### src/rtl/image_update_sequencer_if.sv
// Bundle of every non-clock signal of image_update_sequencer.
//
// Host request channel (valid/ready):
//   A request transfers on a rising clk edge where req_valid && req_ready are both
//   high. req_op and req_image must be stable whenever req_valid is high. The host
//   keeps req_valid (and its payload) asserted until that edge. Requests offered
//   while req_ready is low are neither queued nor remembered.
//
// Signals:
//   req_valid, req_op, req_image  host -> sequencer request
//   req_ready, busy               sequencer availability
//   cur_image, status_valid       last captured image code and its update strobe
//   err_timeout                   sticky read-timeout flag
//   start_getimg, start_setimg    one-cycle command pulses to ImageControl
//   setimg                        image code for the switch command
//   getimg, done_getimg           read result and completion strobe from ImageControl
//
// Modports: slave = the sequencer, master = whoever drives it (host + ImageControl).
interface image_update_sequencer_if;
    logic       req_valid;
    logic       req_op;
    logic [1:0] req_image;
    logic       req_ready;
    logic       busy;
    logic [3:0] cur_image;
    logic       status_valid;
    logic       err_timeout;
    logic       start_getimg;
    logic       start_setimg;
    logic [1:0] setimg;
    logic [3:0] getimg;
    logic       done_getimg;

    modport slave (
        input  req_valid, req_op, req_image, getimg, done_getimg,
        output req_ready, busy, cur_image, status_valid, err_timeout,
               start_getimg, start_setimg, setimg
    );

    modport master (
        output req_valid, req_op, req_image, getimg, done_getimg,
        input  req_ready, busy, cur_image, status_valid, err_timeout,
               start_getimg, start_setimg, setimg
    );
endinterface

### src/rtl/image_update_sequencer.sv
// Command sequencer in front of the ImageControl remote-update engine.
// Turns host read/switch requests into single-cycle start_getimg/start_setimg
// pulses, captures the getimg result, guards each read with a timeout and runs
// one automatic image read after reset.
//
// Ports:
//   clk        system clock
//   reset      asynchronous, active-high reset
//   bus        image_update_sequencer_if.slave (host request channel, status,
//              ImageControl command/response signals)
//   dbg_state  current FSM state, for observation only
//
// All outputs come straight from flops. Each flop <sig>_q is loaded from <sig>_d,
// and the output flops are computed from the next state so they line up with it.
module image_update_sequencer #(
    parameter int TIMEOUT_CYC  = 255,
    parameter int SET_HOLD_CYC = 64
) (
    input  logic                           clk,
    input  logic                           reset,
    image_update_sequencer_if.slave        bus,
    output logic [2:0]                     dbg_state
);
    localparam int CNT_MAX = (TIMEOUT_CYC > SET_HOLD_CYC) ? TIMEOUT_CYC : SET_HOLD_CYC;
    localparam int CNT_W   = $clog2(CNT_MAX + 1);

    localparam logic [CNT_W-1:0] TO_LAST   = CNT_W'(TIMEOUT_CYC);
    localparam logic [CNT_W-1:0] HOLD_LAST = CNT_W'(SET_HOLD_CYC - 1);
    localparam logic [CNT_W-1:0] CNT_ONE   = CNT_W'(1);

    typedef enum logic [2:0] {
        ST_BOOT      = 3'd0,
        ST_IDLE      = 3'd1,
        ST_GET_START = 3'd2,
        ST_GET_WAIT  = 3'd3,
        ST_SET_START = 3'd4,
        ST_SET_HOLD  = 3'd5
    } state_t;

    state_t           state_q,        state_d;
    logic [CNT_W-1:0] cnt_q,          cnt_d;
    logic             req_ready_q,    req_ready_d;
    logic             busy_q,         busy_d;
    logic [3:0]       cur_image_q,    cur_image_d;
    logic             status_valid_q, status_valid_d;
    logic             err_timeout_q,  err_timeout_d;
    logic             start_getimg_q, start_getimg_d;
    logic             start_setimg_q, start_setimg_d;
    logic [1:0]       setimg_q,       setimg_d;

    logic [CNT_W-1:0] cnt_inc;
    logic             handshake;

    always_comb begin
        // Saturating increment: the counter parks at all-ones instead of wrapping.
        cnt_inc   = (cnt_q == '1) ? cnt_q : cnt_q + CNT_ONE;
        handshake = bus.req_valid && req_ready_q;

        state_d        = state_q;
        cnt_d          = cnt_q;
        cur_image_d    = cur_image_q;
        status_valid_d = 1'b0;
        err_timeout_d  = err_timeout_q;
        setimg_d       = setimg_q;
        start_setimg_d = 1'b0;

        case (state_q)
            ST_BOOT: begin
                state_d = ST_GET_START;
                cnt_d   = '0;
            end

            ST_IDLE: begin
                if (handshake) begin
                    err_timeout_d = 1'b0;
                    cnt_d         = '0;
                    if (bus.req_op) begin
                        setimg_d = bus.req_image;
                        state_d  = ST_SET_START;
                    end else begin
                        state_d  = ST_GET_START;
                    end
                end
            end

            // Counter is 0 here and equals the number of GET_WAIT cycles elapsed
            // (including the current one) while waiting.
            ST_GET_START: begin
                cnt_d   = cnt_inc;
                state_d = ST_GET_WAIT;
            end

            ST_GET_WAIT: begin
                if (bus.done_getimg) begin
                    // done is tested first so it wins over the terminal count.
                    cur_image_d    = bus.getimg;
                    status_valid_d = 1'b1;
                    state_d        = ST_IDLE;
                end else if (cnt_q >= TO_LAST) begin
                    err_timeout_d = 1'b1;
                    state_d       = ST_IDLE;
                end else begin
                    cnt_d = cnt_inc;
                end
            end

            // Two cycles: the first lets the freshly registered setimg settle,
            // the pulse flop is loaded during it so start_setimg appears in the
            // second cycle with setimg already stable for a full cycle.
            ST_SET_START: begin
                if (cnt_q == '0) begin
                    start_setimg_d = 1'b1;
                    cnt_d          = cnt_inc;
                end else begin
                    cnt_d   = '0;
                    state_d = ST_SET_HOLD;
                end
            end

            // Normally ImageControl reconfigures the device (and resets us)
            // inside this window; surviving it means verifying with a read.
            ST_SET_HOLD: begin
                if (cnt_q >= HOLD_LAST) begin
                    cnt_d   = '0;
                    state_d = ST_GET_START;
                end else begin
                    cnt_d = cnt_inc;
                end
            end

            default: begin
                state_d = ST_BOOT;
            end
        endcase

        start_getimg_d = (state_d == ST_GET_START);
        req_ready_d    = (state_d == ST_IDLE);
        busy_d         = (state_d != ST_IDLE);
    end

    always_ff @(posedge clk or posedge reset) begin
        if (reset) begin
            state_q        <= ST_BOOT;
            cnt_q          <= '0;
            req_ready_q    <= 1'b0;
            busy_q         <= 1'b1;
            cur_image_q    <= 4'h0;
            status_valid_q <= 1'b0;
            err_timeout_q  <= 1'b0;
            start_getimg_q <= 1'b0;
            start_setimg_q <= 1'b0;
            setimg_q       <= 2'b00;
        end else begin
            state_q        <= state_d;
            cnt_q          <= cnt_d;
            req_ready_q    <= req_ready_d;
            busy_q         <= busy_d;
            cur_image_q    <= cur_image_d;
            status_valid_q <= status_valid_d;
            err_timeout_q  <= err_timeout_d;
            start_getimg_q <= start_getimg_d;
            start_setimg_q <= start_setimg_d;
            setimg_q       <= setimg_d;
        end
    end

    assign bus.req_ready    = req_ready_q;
    assign bus.busy         = busy_q;
    assign bus.cur_image    = cur_image_q;
    assign bus.status_valid = status_valid_q;
    assign bus.err_timeout  = err_timeout_q;
    assign bus.start_getimg = start_getimg_q;
    assign bus.start_setimg = start_setimg_q;
    assign bus.setimg       = setimg_q;
    assign dbg_state        = state_q;
endmodule
### src/flat_wrapper.sv
// flat-port wrapper written by rule: the top's interface ports become plain ports
module image_update_sequencer_flat 
#(
    parameter int TIMEOUT_CYC  = 255,
    parameter int SET_HOLD_CYC = 64
)
  (clk, reset, dbg_state, bus_req_valid, bus_req_op, bus_req_image, bus_getimg, bus_done_getimg, bus_req_ready, bus_busy, bus_cur_image, bus_status_valid, bus_err_timeout, bus_start_getimg, bus_start_setimg, bus_setimg);
  image_update_sequencer_if bus_i ();
  input  logic clk;
  input  logic reset;
  output logic [2:0] dbg_state;
  input wire logic [$bits(bus_i.req_valid)-1:0] bus_req_valid;
  input wire logic [$bits(bus_i.req_op)-1:0] bus_req_op;
  input wire logic [$bits(bus_i.req_image)-1:0] bus_req_image;
  input wire logic [$bits(bus_i.getimg)-1:0] bus_getimg;
  input wire logic [$bits(bus_i.done_getimg)-1:0] bus_done_getimg;
  output wire logic [$bits(bus_i.req_ready)-1:0] bus_req_ready;
  output wire logic [$bits(bus_i.busy)-1:0] bus_busy;
  output wire logic [$bits(bus_i.cur_image)-1:0] bus_cur_image;
  output wire logic [$bits(bus_i.status_valid)-1:0] bus_status_valid;
  output wire logic [$bits(bus_i.err_timeout)-1:0] bus_err_timeout;
  output wire logic [$bits(bus_i.start_getimg)-1:0] bus_start_getimg;
  output wire logic [$bits(bus_i.start_setimg)-1:0] bus_start_setimg;
  output wire logic [$bits(bus_i.setimg)-1:0] bus_setimg;
  assign bus_i.req_valid = bus_req_valid;
  assign bus_i.req_op = bus_req_op;
  assign bus_i.req_image = bus_req_image;
  assign bus_i.getimg = bus_getimg;
  assign bus_i.done_getimg = bus_done_getimg;
  assign bus_req_ready = bus_i.req_ready;
  assign bus_busy = bus_i.busy;
  assign bus_cur_image = bus_i.cur_image;
  assign bus_status_valid = bus_i.status_valid;
  assign bus_err_timeout = bus_i.err_timeout;
  assign bus_start_getimg = bus_i.start_getimg;
  assign bus_start_setimg = bus_i.start_setimg;
  assign bus_setimg = bus_i.setimg;
  image_update_sequencer #(.TIMEOUT_CYC(TIMEOUT_CYC), .SET_HOLD_CYC(SET_HOLD_CYC)) u_core (.clk(clk), .reset(reset), .bus(bus_i), .dbg_state(dbg_state));
endmodule
### config.mk
export PLATFORM = sky130hd
export DESIGN_NAME = image_update_sequencer_flat
export DESIGN_NICKNAME = d
export VERILOG_FILES = /design/src/rtl/image_update_sequencer_if.sv /design/src/rtl/image_update_sequencer.sv /design/src/flat_wrapper.sv
export SDC_FILE = /design/constraint.sdc
export NUM_CORES = 1
export LEC_CHECK = 0
export ABC_AREA = 1
export BUFFER_PORTS_ARGS = -buffer_cell sky130_fd_sc_hd__buf_2
export CORE_MARGIN = 8
export CORE_UTILIZATION = 45
export CTS_CLUSTER_SIZE = 30
export DETAILED_ROUTE_END_ITERATION = 8
export PLACE_DENSITY = 0.7
export SLEW_MARGIN = 15
export SYNTH_ARGS = -nofsm -noshare
export SYNTH_HDL_FRONTEND = slang
export SYNTH_SLANG_ARGS = --single-unit
### constraint.sdc
create_clock -name clk -period 1.4 [get_ports clk]
set_input_delay 0.35 -clock clk [delete_from_list [all_inputs] [get_ports clk]]
set_output_delay 0.35 -clock clk [all_outputs]
set_load 0.05 [all_outputs]
After elaboration in Yosys (flattened, before gate mapping)
Index checks and enable logic that the tools add are counted.
{"block": "op_classes", "mux": 22, "n_bitwise": 0, "n_eq_ne": 13, "shifts": 0, "multipliers": 0, "add_sub_neg": 1, "div_mod_pow": 0, "magnitude_cmp": 2, "n_reduce_logical": 9}
{"operator": "two-way mux 8 bit", "count": 6}
{"operator": "one-hot mux 8 bit (6 select lines)", "count": 1}
{"operator": "two-way mux 3 bit", "count": 6}
{"operator": "one-hot mux 3 bit (6 select lines)", "count": 1}
{"operator": "equality test 3 x 2 -> 1 bit, second input constant", "count": 3}
{"operator": "adder 8 x 1 -> 8 bit, second input constant", "count": 1}
{"operator": "equality test 8 bit, second input constant", "count": 1}
{"operator": ">= comparator 8 x 6 -> 1 bit, second input constant", "count": 1}
{"operator": ">= comparator 8 bit, second input constant", "count": 1}
{"operator": "zero test 8 bit", "count": 1}
{"operator": "AND reduction 4 bit", "count": 2}
{"operator": "two-way mux 1 bit", "count": 7}
{"operator": "equality test 3 x 1 -> 1 bit, second input constant", "count": 2}
{"operator": "equality test 3 bit, second input constant", "count": 2}
{"operator": "nonzero test 6 bit", "count": 1}
{"operator": "!= test 2 x 1 -> 1 bit, second input constant", "count": 2}
{"operator": "!= test 2 bit, second input constant", "count": 2}
{"operator": "zero test 3 bit", "count": 1}
{"operator": "!= test 3 x 1 -> 1 bit, second input constant", "count": 1}
{"operator": "AND reduction 3 bit", "count": 1}
{"operator": "one-hot mux 1 bit (2 select lines)", "count": 1}
{"operator": "AND reduction 2 bit", "count": 1}
{"operator": "nonzero test 2 bit", "count": 1}
{"operator": "logical AND 1 bit", "count": 1}
{"block": "word_totals", "regBits": 23, "romBits": 0, "ramBits": 0, "out_inout_bits": 15, "latchBits": 0, "memories": 0}

Logic depth before layout (Yosys ltp)
Gate-level depths: netlist of run 1.
{"block": "logic_depth", "word_depth": 5, "depth_mapped": 10}

Worst setup path before layout of run 1
No wires, ideal clock.
{"block": "synth_path", "kind": "register to register", "start": "register u_core.state_q[2] (netlist: u_core.dbg_state[2])", "end": "register u_core.cnt_q[5]", "path_buffers": 1, "path_stages_with_launch": 11, "setup_ps": 113, "arrival_time_ps": 1560, "setup_slack_ps": -273, "synth_period_minus_slack_ps": 1673, "cell_sequence": "dfrtp_1 buf_4 inv_2 nand2_1 nor2_1 nor2_2 nand3_2 nor2_2 nor2_1 nand2_1 inv_1"}
{"block": "synth_via", "elab_chain_cells": 3}
{"item": "from (decl)", "line": "image_update_sequencer.sv:40", "text": "state_t state_q, state_d;"}
{"item": "from (signal assigned)", "line": "image_update_sequencer.sv:154", "text": "state_q <= state_d;"}
{"item": "equality test 3 x 2 -> 1 bit (tied with other cells)", "line": "image_update_sequencer.sv:67", "text": "case (state_q)"}
{"item": "nonzero test 6 bit (no source line) (tied with other cells)"}
{"item": "AND reduction 4 bit (no source line)"}
{"item": "to (signal assigned)", "line": "image_update_sequencer.sv:155", "text": "cnt_q <= cnt_d;"}
{"item": "to (decl)", "line": "image_update_sequencer.sv:41", "text": "logic [CNT_W-1:0] cnt_q, cnt_d;"}
Several ways; a longest one is shown, not always the timed one.
A chain may end at the register's enable or synchronous reset.

Final worst setup path of run 1
{"block": "layout_path", "start": "register u_core.state_q[2] (netlist: u_core.dbg_state[2])", "end": "output dbg_state[2]"}
{"item": "to (decl)", "line": "flat_wrapper.sv:11", "text": "output logic [2:0] dbg_state;"}
No word-level cell between the ends.

==> metrics.cfg, run 1 <==
[status]
outcome=finished, violations left
violations=negative setup slack

[clock_network]
clk_latency_ns=0.33
cts_tree=yes
clk_path_buf_depth=2
cts_buffers=3
cts_root_buf=clkbuf_4
clock_sinks=23
cts.htree.levels=1
clk_pin_slew_ns=0.13

[pwr]
seq_power_share_pct=24.0
power_density_nw_per_um2=2140
power_frac_comb_pct=68.7
intPower_mw=2.31
max-vdd-ir-drop_v=0.00152
netSwitchingFraction_pct=50.3
pwr-share-clk_pct=7.3
p_leak_nw=1.14
switching_power_mw=2.33

[layout]
fin_area_um2=2170
syn2layout_area_growth_pct=57.4
final-instance-count-excl-fill=282
final_layout_size_suffix_gt1_share_pct=53.8
final_nets=263
diodes=0
fillCellCount=222

[timing]
fin_skew_ns=0.0127
rsz0062_at_grt=true
setup_tns_ns=-0.478
post-route-period-util_pct=105
hold_ws_ns=0.213
relSlewSlack_pct=72.1
hold_viol=0
period_minus_slack_ns=1.48
finalSetupViolCount=9
setup_ws_ns=-0.0756
slew_violations=0
max_freq_ghz=0.678
worst_pin_slew_ns=0.417

[grt]
overflow=0
grt_first_pass_wirelength_um=6340
grt_start_max_net_pins=16
grtUsageTotal_pct=15.6
antenna_found_initial=0
grt_pass1_vias=1348

[floorplanning]
core_um2=2980
ios=26
rows=20
die_area_um2=5090
die_h_um=71.4
dieWidth_um=71.4
initial_utilization_pct=46.3

[logic_synthesis]
synth_area_um2=1380
synth-async-reset-ratio_pct=100
synth_warnings=0
ys_ff_latch=23
yosysSeqAreaShare_pct=41.8
synthCells=178
syn_nets=191
yosysTopAreaCell=dfrtp_1
synth_top_flop_cell=dfrtp_1
synthDistinctLibCells=26
synth_common_cells=nand2_1, dfrtp_1, inv_1, nand3_1, nor2_1
yosysMostFrequentCell=nand2_1
synth_edf_count=0
synthTopCellsByArea=dfrtp_1, nand2_1, nand3_1
synth_top_area_share_pct=39.9
avgSynthCellArea_um2=7.75

[setup_path]
worstSetupEndpointType=output port
critPathLaunchType=register
cp.arrival_ns=1.13
worstPathMaxFanout=7
cp.required_ns=1.05
path_class=register to output port

[place]
gp_congestion=0.886
place_inst=266
dp_hpwl_um=2750
port-buffer-count=25
place_area_um2=1780

[route]
vias_per_cell=5.02
antenna_left=0
drt-initial-drc-count=80
wirelength_um=4180
drc_errors=0
avgRoutedWirePerCell_um=14.8
via_count=1415
first_pass_iters=4

[worst_hold_path]
hp-class=input pin to register

[flow_run]
max_cap_viol_count=0

-- worst max-delay path, stage by stage, from the launching register on --
cell and delay, ns:
dfrtp_2 0.51, buf_6 0.15, buf_6 0.14
-- power by group through the flow --
| stage | logic (mW) | registers (mW) | clock network (mW) |
|---|---|---|---|
| 2_1_floorplan | 1.00 | 1.65 | 0 |
| 3_3_place_gp | 2.25 | 1.07 | 0 |
| 3_5_place_dp | 2.28 | 1.07 | 0 |
| 4_1_cts | 2.59 | 1.07 | 0.354 |
| 5_1_grt | 3.39 | 1.14 | 0.373 |
| 6_report | 3.19 | 1.11 | 0.341 |
-- flip-flops by register name, summed over array words and instances, names as in the netlist --
signal,count
u_core.bus.busy,1
u_core.bus.cur_image,4
u_core.bus.err_timeout,1
u_core.bus.req_ready,1
u_core.bus.setimg,2
u_core.bus.start_getimg,1
u_core.bus.start_setimg,1
u_core.bus.status_valid,1
u_core.cnt_q,8
u_core.dbg_state,3
-- through the flow --
step | total power [mW] | util, % | setup WS [ns]
after detailed placement | 3.35 | 59.9 | -0.122
after CTS | 4.01 | 65.8 | -0.0319
after global routing | 4.90 | 72.9 | -0.163
final | 4.64 | 72.9 | -0.0756
after global placement | 3.32 | 59.9 | -0.0998
after floorplan | 2.66 | - | -0.0452
-- routing by layer --
metal	track usage, %	wire, um	vias up
met5	0	0	-
met4	5.54	66	0
met1	19.1	1810	671
met3	3.07	183	9
met2	26.2	2120	33
li1	-	-	702
-- worst paths after layout --
check	start	end	slack, ns	cells after the start
max	u_core.dbg_state[2]$_DFF_PP0_	dbg_state[2]	-0.08	2
max reg2reg	u_core.dbg_state[0]$_DFF_PP0_	u_core.cnt_q[0]$_DFFE_PP0P_	-0.07	8
min	bus_getimg[2]	u_core.bus.cur_image[2]$_DFFE_PP0P_	0.21	3
min in group asynchronous	reset	u_core.cnt_q[4]$_DFFE_PP0P_	0.52	3
min reg2reg	u_core.bus.cur_image[1]$_DFFE_PP0P_	u_core.bus.cur_image[1]$_DFFE_PP0P_	0.49	2
max in group asynchronous	reset	u_core.dbg_state[0]$_DFF_PP0_	0.44	4
-- timing repair --
action,in CTS,in global routing
setup endpoints to repair,15,20
gates resized for setup,22,43
pin swaps,15,18
cloned,1,1
buffers inserted,5,5
endpoints found under the hold margin,7,0
hold buffers,1,0
-- cells by family (layout without fill, tap and decap cells) --
group                    Yosys count  after routing  synth area share [%]
multiplexers                       2              2                  1.63
flip-flops                        23             23                  41.8
buffers and inverters             28             98                  8.44
XOR/XNOR                           1              1                 0.635
adder cells (fa/ha/maj)            2              2                  1.81
AND/OR/NAND/NOR                  110            111                  40.0
AO/OA/AOI/OAI                     12             12                  5.63
-- final cells by class --
| cell class | instances | area (um2) | area share (%) |
|---|---|---|---|
| clock buffer | 3 | 22.5 | 1.04 |
| clock inverter | 1 | 7.51 | 0.346 |
| inverter | 26 | 105 | 4.84 |
| multi-input combinational | 128 | 868 | 40.0 |
| sequential | 23 | 582 | 26.8 |
| tap | 33 | 41.3 | 1.90 |
| timing repair buffer | 68 | 544 | 25.1 |
-- cells in the final DEF (no fill, tap or decap), types with 4 or more instances in the layout --
cell type / synthesis / routed
nand3_2: 5 / 6
nand2_2: 3 / 7
dfrtp_2: 0 / 4
nor2_4: 4 / 9
dfrtp_1: 22 / 18
nand2_4: 1 / 5
nand2_1: 53 / 45
inv_2: 5 / 6
o21ai_2: 4 / 4
buf_4: 1 / 33
buf_2: 0 / 21
inv_1: 21 / 17
buf_6: 1 / 9
nor2_1: 17 / 8
nor2_2: 4 / 8
nand3_1: 17 / 13
No activity file was read; power rests on OpenSTA's default activity.
==> run 2: changes to the inputs <==
CTS_BUF_LIST = sky130_fd_sc_hd__clkbuf_8   (was default)
==> run 2 against run 1 <==
Net effect:
- the flow still finishes with violations (negative setup slack)
- critical path depth up 7
- fmax up 2.6%
- power down 5.2%
- first-iteration DRC count down 11%
- final cell count down 1.4%
- final area down 3.5%
- sequential share of layout area up 0.98 points
- wire length down 7.8%
- combinational power down 9.7%
- global-route usage down 0.26 points
- largest cell class unchanged
==> metrics.cfg, run 2 (synthesized netlist as in run 1, its figures left out) <==
[status]
outcome=finished, violations left
violations=negative setup slack

[setup_path]
cp.arrival_ns=1.67  ; +0.54 ns
path_class=register to register
worstSetupEndpointType=register
critPathLaunchType=register
cp.required_ns=1.63  ; +0.58 ns
worstPathMaxFanout=5  ; -2

[layout]
largest_register_ffs=8  ; unchanged
syn2layout_area_growth_pct=51.9
final_cell_mix=nand2_1, buf_4, buf_2
final_nets=259  ; -1.5%
diodes=0  ; unchanged
fin_area_um2=2090  ; -3.5%
top_register=u_core.cnt_q
fillCellCount=243  ; +9.5%
final_layout_size_suffix_gt1_share_pct=51.4  ; -2.4 points
layout_commonest_cell=nand2_1

[timing]
rsz0062_at_grt=true
finalSetupViolCount=8  ; -1
hold_viol=0  ; unchanged
setup_ws_ns=-0.0389  ; +0.0368 ns
max_freq_ghz=0.695  ; +2.6%
setup_tns_ns=-0.155  ; +0.322 ns
worst_pin_slew_ns=0.416  ; -0.000981 ns
slew_violations=0  ; unchanged
post-route-period-util_pct=103  ; -2.6 points
fin_skew_ns=0.00794  ; -0.00474 ns
period_minus_slack_ns=1.44  ; -0.0368 ns
relSlewSlack_pct=72.2  ; about the same

[floorplanning]
initial_utilization_pct=46.3  ; unchanged
dieWidth_um=71.4  ; unchanged
die_area_um2=5090  ; unchanged
core_um2=2980  ; unchanged
ios=26  ; unchanged
die_h_um=71.4  ; unchanged
rows=20  ; unchanged

[route]
drt-initial-drc-count=71  ; -11%
first_pass_iters=4  ; unchanged
drc_errors=0  ; unchanged
avgRoutedWirePerCell_um=13.9  ; -6.5%
vias_per_cell=4.90  ; -2.4%
wirelength_um=3850  ; -7.8%
antenna_left=0  ; unchanged
via_count=1361  ; -3.8%

[place]
place_area_um2=1780  ; unchanged
port-buffer-count=25  ; unchanged
dp_worst_setup_slack_ns=-0.122  ; unchanged
gp_congestion=0.886  ; unchanged
dp_hpwl_um=2750  ; unchanged

[grt]
grt_pass1_vias=1330  ; -1.3%
antenna_found_initial=0  ; unchanged
grt_first_pass_wirelength_um=6200  ; -2.3%
grt_start_max_net_pins=16  ; unchanged
overflow=0  ; unchanged
grtUsageTotal_pct=15.3  ; -0.26 points

[clock_network]
cts_tree=yes
cts_buffers=3  ; unchanged
cts_root_buf=clkbuf_8
clock_sinks=23  ; unchanged
cts.htree.levels=1  ; unchanged
clk_latency_ns=0.28  ; -0.05 ns
ctsHoldBuffers=0  ; -1
clk_path_buf_depth=2  ; unchanged
clk_pin_slew_ns=0.09  ; -0.04 ns

[worst_hold_path]
hp-class=input pin to asynchronous set/reset pin

[pwr]
power.total_mw=4.40  ; -5.2%
max-vdd-ir-drop_v=0.00140  ; -8.1%
power_density_nw_per_um2=2100  ; -1.7%
p_leak_nw=1.11  ; -2.6%

[flow_run]
max_cap_viol_count=0  ; unchanged

-- run 2: through the flow --
stage	hold WS, ns	util (%)	instances
after floorplan	0.351	-	178
after global placement	0.352	59.9	266
after detailed placement	0.355	59.9	266
after CTS	0.0519	65.7	273
after global routing	0.0775	70.3	278
final	0.0422	70.3	278
-- run 2: power breakdown --
part	switching, mW	leakage (nW)	internal, mW
registers	0.179	0.293	0.898
clock network	0.244	0.0217	0.202
logic	1.76	0.791	1.12
total	2.18	1.11	2.22
-- run 2: what timing repair did --
action | 4_1_cts | 5_1_grt
pin swaps | 15 | 14
cloned | 1 | 0
setup buffers | 2 | 6
endpoints found under the hold margin | 0 | 0
endpoints found under the setup margin | 13 | 17
resized for setup | 22 | 32
-- run 2: layer usage --
metal  track usage [%]  up-vias  share of wire, %
met5                 0        -                 0
met4              6.24        0               1.2
met3              2.93        5               4.3
met2              25.3       32                49
met1              19.0      629                45
li1                  -      695                 -
-- run 2: worst max-delay path, stage by stage, from the launching register on --
cell	delay, ns
dfrtp_1	0.43
ha_4	0.19
nand2_4	0.08
nor2_4	0.04
buf_6	0.13
nand2_8	0.08
nand2_4	0.05
o211ai_1	0.24
nand2_1	0.09
inv_1	0.06
-- run 2: worst paths after layout --
kind / from / end / slack [ns] / depth (start not counted)
setup / recovery: u_core.cnt_q[0]$_DFFE_PP0P_ / u_core.bus.start_getimg$_DFF_PP0_ / -0.04 / 9
hold / removal: reset / u_core.cnt_q[4]$_DFFE_PP0P_ / 0.04 / 2
setup reg to reg: u_core.cnt_q[0]$_DFFE_PP0P_ / u_core.bus.start_getimg$_DFF_PP0_ / -0.04 / 9
hold reg to reg: u_core.bus.cur_image[0]$_DFFE_PP0P_ / u_core.bus.cur_image[0]$_DFFE_PP0P_ / 0.48 / 2
max in group asynchronous: reset / u_core.dbg_state[0]$_DFF_PP0_ / 0.92 / 3
min in group clk: bus_getimg[2] / u_core.bus.cur_image[2]$_DFFE_PP0P_ / 0.27 / 3
-- run 2: cell type report --
class	instances	area, um2	area share (%)
Multi-Input combinational cell	128	838	40.0
Clock inverter	1	7.51	0.358
Tap cell	33	41.3	1.97
Timing Repair Buffer	64	482	23.0
Inverter	26	103	4.90
Sequential cell	23	582	27.8
Clock buffer	3	41.3	1.97
==> run 3: changes to the inputs <==
PLACE_DENSITY = 0.79   (was 0.7)
==> run 3 against run 2 <==
Net effect:
- the run still ends with negative setup slack left
- sequential cell count did not move
- critical path depth rose by 1
- sequential share of layout area rose by 0.98 points
- non-clock buffer count fell by 4
- count of clock-buffer cells in the layout did not move
- critical path type unchanged
==> metrics.cfg, run 3 (synthesized netlist as in run 1, its figures left out) <==
[timing]
post-route-period-util_pct=111  ; +8.3 points
setup_ws_ns=-0.156  ; -0.117 ns
max_freq_ghz=0.643  ; -7.5%
hold_ws_ns=0.0956  ; +0.0534 ns
slew_violations=0  ; unchanged
rsz0062_at_grt=true
period_minus_slack_ns=1.56  ; +0.117 ns
relSlewSlack_pct=80.7  ; +8.5 points
worst_pin_slew_ns=0.290  ; -0.126 ns
fin_skew_ns=0.00159  ; -0.00635 ns
finalSetupViolCount=10  ; +2
hold_viol=0  ; unchanged

[floorplanning]
initial_utilization_pct=46.3  ; unchanged
core_um2=2980  ; unchanged
ios=26  ; unchanged
die_h_um=71.4  ; unchanged
dieWidth_um=71.4  ; unchanged
die_area_um2=5090  ; unchanged
rows=20  ; unchanged

[setup_path]
path_class=register to register
crit_buf_inv=2  ; unchanged
cp.required_ns=1.60  ; -0.03 ns
worstSetupEndpointType=register
max_stage_delay_ns=0.42  ; about the same
path_common_cell=nor2_4
worstPathMaxFanout=4  ; -1
path_delay_family=simple AND/OR/NAND/NOR gates
slowest_stage=dfrtp_1
cp.arrival_ns=1.75  ; +0.08 ns
critPathLaunchType=register
path_cells=ha_4 > nand2_4 > nor2_4 > nand3_4 > inv_4 > nor2_4 > buf_6 > nand2_2 > nand2_1 > a21oi_1

[status]
violations=negative setup slack
outcome=finished, violations left

[clock_network]
cts_tree=yes
clk_pin_slew_ns=0.08  ; about the same
clock_sinks=23  ; unchanged
cts_buffers=3  ; unchanged
ctsHoldBuffers=0  ; unchanged
cts_root_buf=clkbuf_8
cts.htree.levels=1  ; unchanged
clk_latency_ns=0.27  ; about the same
clk_path_buf_depth=2  ; unchanged

[route]
vias_per_cell=5.16  ; +5.4%
drt-initial-drc-count=83  ; +17%
antenna_left=0  ; unchanged
avgRoutedWirePerCell_um=15.3  ; +10%
via_count=1414  ; +3.9%
first_pass_iters=4  ; unchanged
drc_errors=0  ; unchanged
wirelength_um=4200  ; +8.9%

[layout]
final_nets=255  ; -1.5%
final_layout_size_suffix_gt1_share_pct=52.3  ; +0.85 points
diodes=0  ; unchanged
top_register=u_core.cnt_q
syn2layout_area_growth_pct=46.7
fillCellCount=223  ; -8.2%
final_cell_mix=nand2_1, buf_4, buf_2
fin_area_um2=2020  ; -3.4%
layout_commonest_cell=nand2_1
largest_register_ffs=8  ; unchanged

[pwr]
p_leak_nw=1.07  ; -3.0%
power_density_nw_per_um2=2130  ; +1.5%
max-vdd-ir-drop_v=0.00139  ; -0.51%

[grt]
grt_pass1_vias=1262  ; -5.1%
grtUsageTotal_pct=15.1  ; -0.24 points
antenna_found_initial=0  ; unchanged
grt_first_pass_wirelength_um=5950  ; -4.0%
grt_start_max_net_pins=24  ; +8
overflow=0  ; unchanged

[place]
port-buffer-count=25  ; unchanged
place_area_um2=1730  ; -2.8%
dp_hpwl_um=2610  ; -5.3%
gp_congestion=0.932  ; +5.2%

[flow_run]
max_cap_viol_count=0  ; unchanged

[worst_hold_path]
hp-class=input pin to asynchronous set/reset pin

==> run 3: changes by cell type in the layout (fill, tap and decap cells not counted), moves of 2 or more <==
cell     previous run  this run
nand3_2             6         8
nand3_4             3         1
nor2_1             10        13
nand2_2             8        13
o21ai_1             3         1
buf_4              30        27
buf_12              2         0
nor2_2              7         5
nand2_1            46        42
==> run 3: what timing repair did <==
action,CTS,global route
gates cloned,0,1
setup buffers,5,4
pin swaps,12,14
setup endpoints to repair,14,18
resized for setup,18,33
hold endpoints to repair,0,0
==> run 3: report_power, final <==
part / total [mW] / internal [mW] / switching (mW)
registers: 1.09 / 0.898 / 0.195
clock network: 0.421 / 0.199 / 0.221
logic: 2.80 / 1.02 / 1.79
total: 4.32 / 2.11 / 2.20
==> run 3: layout make-up <==
cell class                 count  area (um2)  share of cell area [%]
multi-input combinational    128         831                    41.1
sequential                    23         582                    28.8
timing repair buffer          60         420                    20.8
inverter                      26         103                    5.07
clock buffer                   3        41.3                    2.04
tap                           33        41.3                    2.04
clock inverter                 1        5.00                   0.247
==> run 3: final timing paths <==
path | start | end | slack, ns | depth (start not counted)
max | u_core.cnt_q[0]$_DFFE_PP0P_ | u_core.cnt_q[0]$_DFFE_PP0P_ | -0.16 | 10
min | reset | u_core.bus.setimg[1]$_DFFE_PP0P_ | 0.1 | 3
max reg2reg | u_core.cnt_q[0]$_DFFE_PP0P_ | u_core.cnt_q[0]$_DFFE_PP0P_ | -0.16 | 10
min reg2reg | u_core.bus.cur_image[3]$_DFFE_PP0P_ | u_core.bus.cur_image[3]$_DFFE_PP0P_ | 0.48 | 2
max in group asynchronous | reset | u_core.bus.busy$_DFF_PP1_ | 1.02 | 3
min in group clk | bus_getimg[2] | u_core.bus.cur_image[2]$_DFFE_PP0P_ | 0.27 | 3
==> run 3: worst register-to-register path: cells and delay by family, from the launching register on <==
kind,cells,cell delay [ns]
buf+inv,2,0.23
fa+ha+maj,1,0.18
flops,1,0.42
compound gates,1,0.14
simple gates,6,0.53
==> run 3: per-stage QoR <==
stage          power [mW]  setup WS, ns  instances  TNS (ns)  util [%]
6_report             4.32        -0.156        274     -1.00      67.9
5_1_grt              4.57        -0.202        274     -1.70      67.9
4_1_cts              3.98       -0.0742        270    -0.420      63.4
3_5_place_dp         3.30        -0.139        261    -0.999      58.2
3_3_place_gp         3.27       -0.0793        261    -0.523      58.2
2_1_floorplan        2.66       -0.0452        178    -0.228         -
==> run 3: metal layers <==
layer / GRT usage, % / share of wire, % / vias to the layer above
met4: 10.4 / 4.5 / 0
li1: - / - / 685
met5: 0 / 0 / -
met1: 17.0 / 41 / 673
met3: 2.51 / 4.7 / 13
met2: 25.3 / 50 / 43
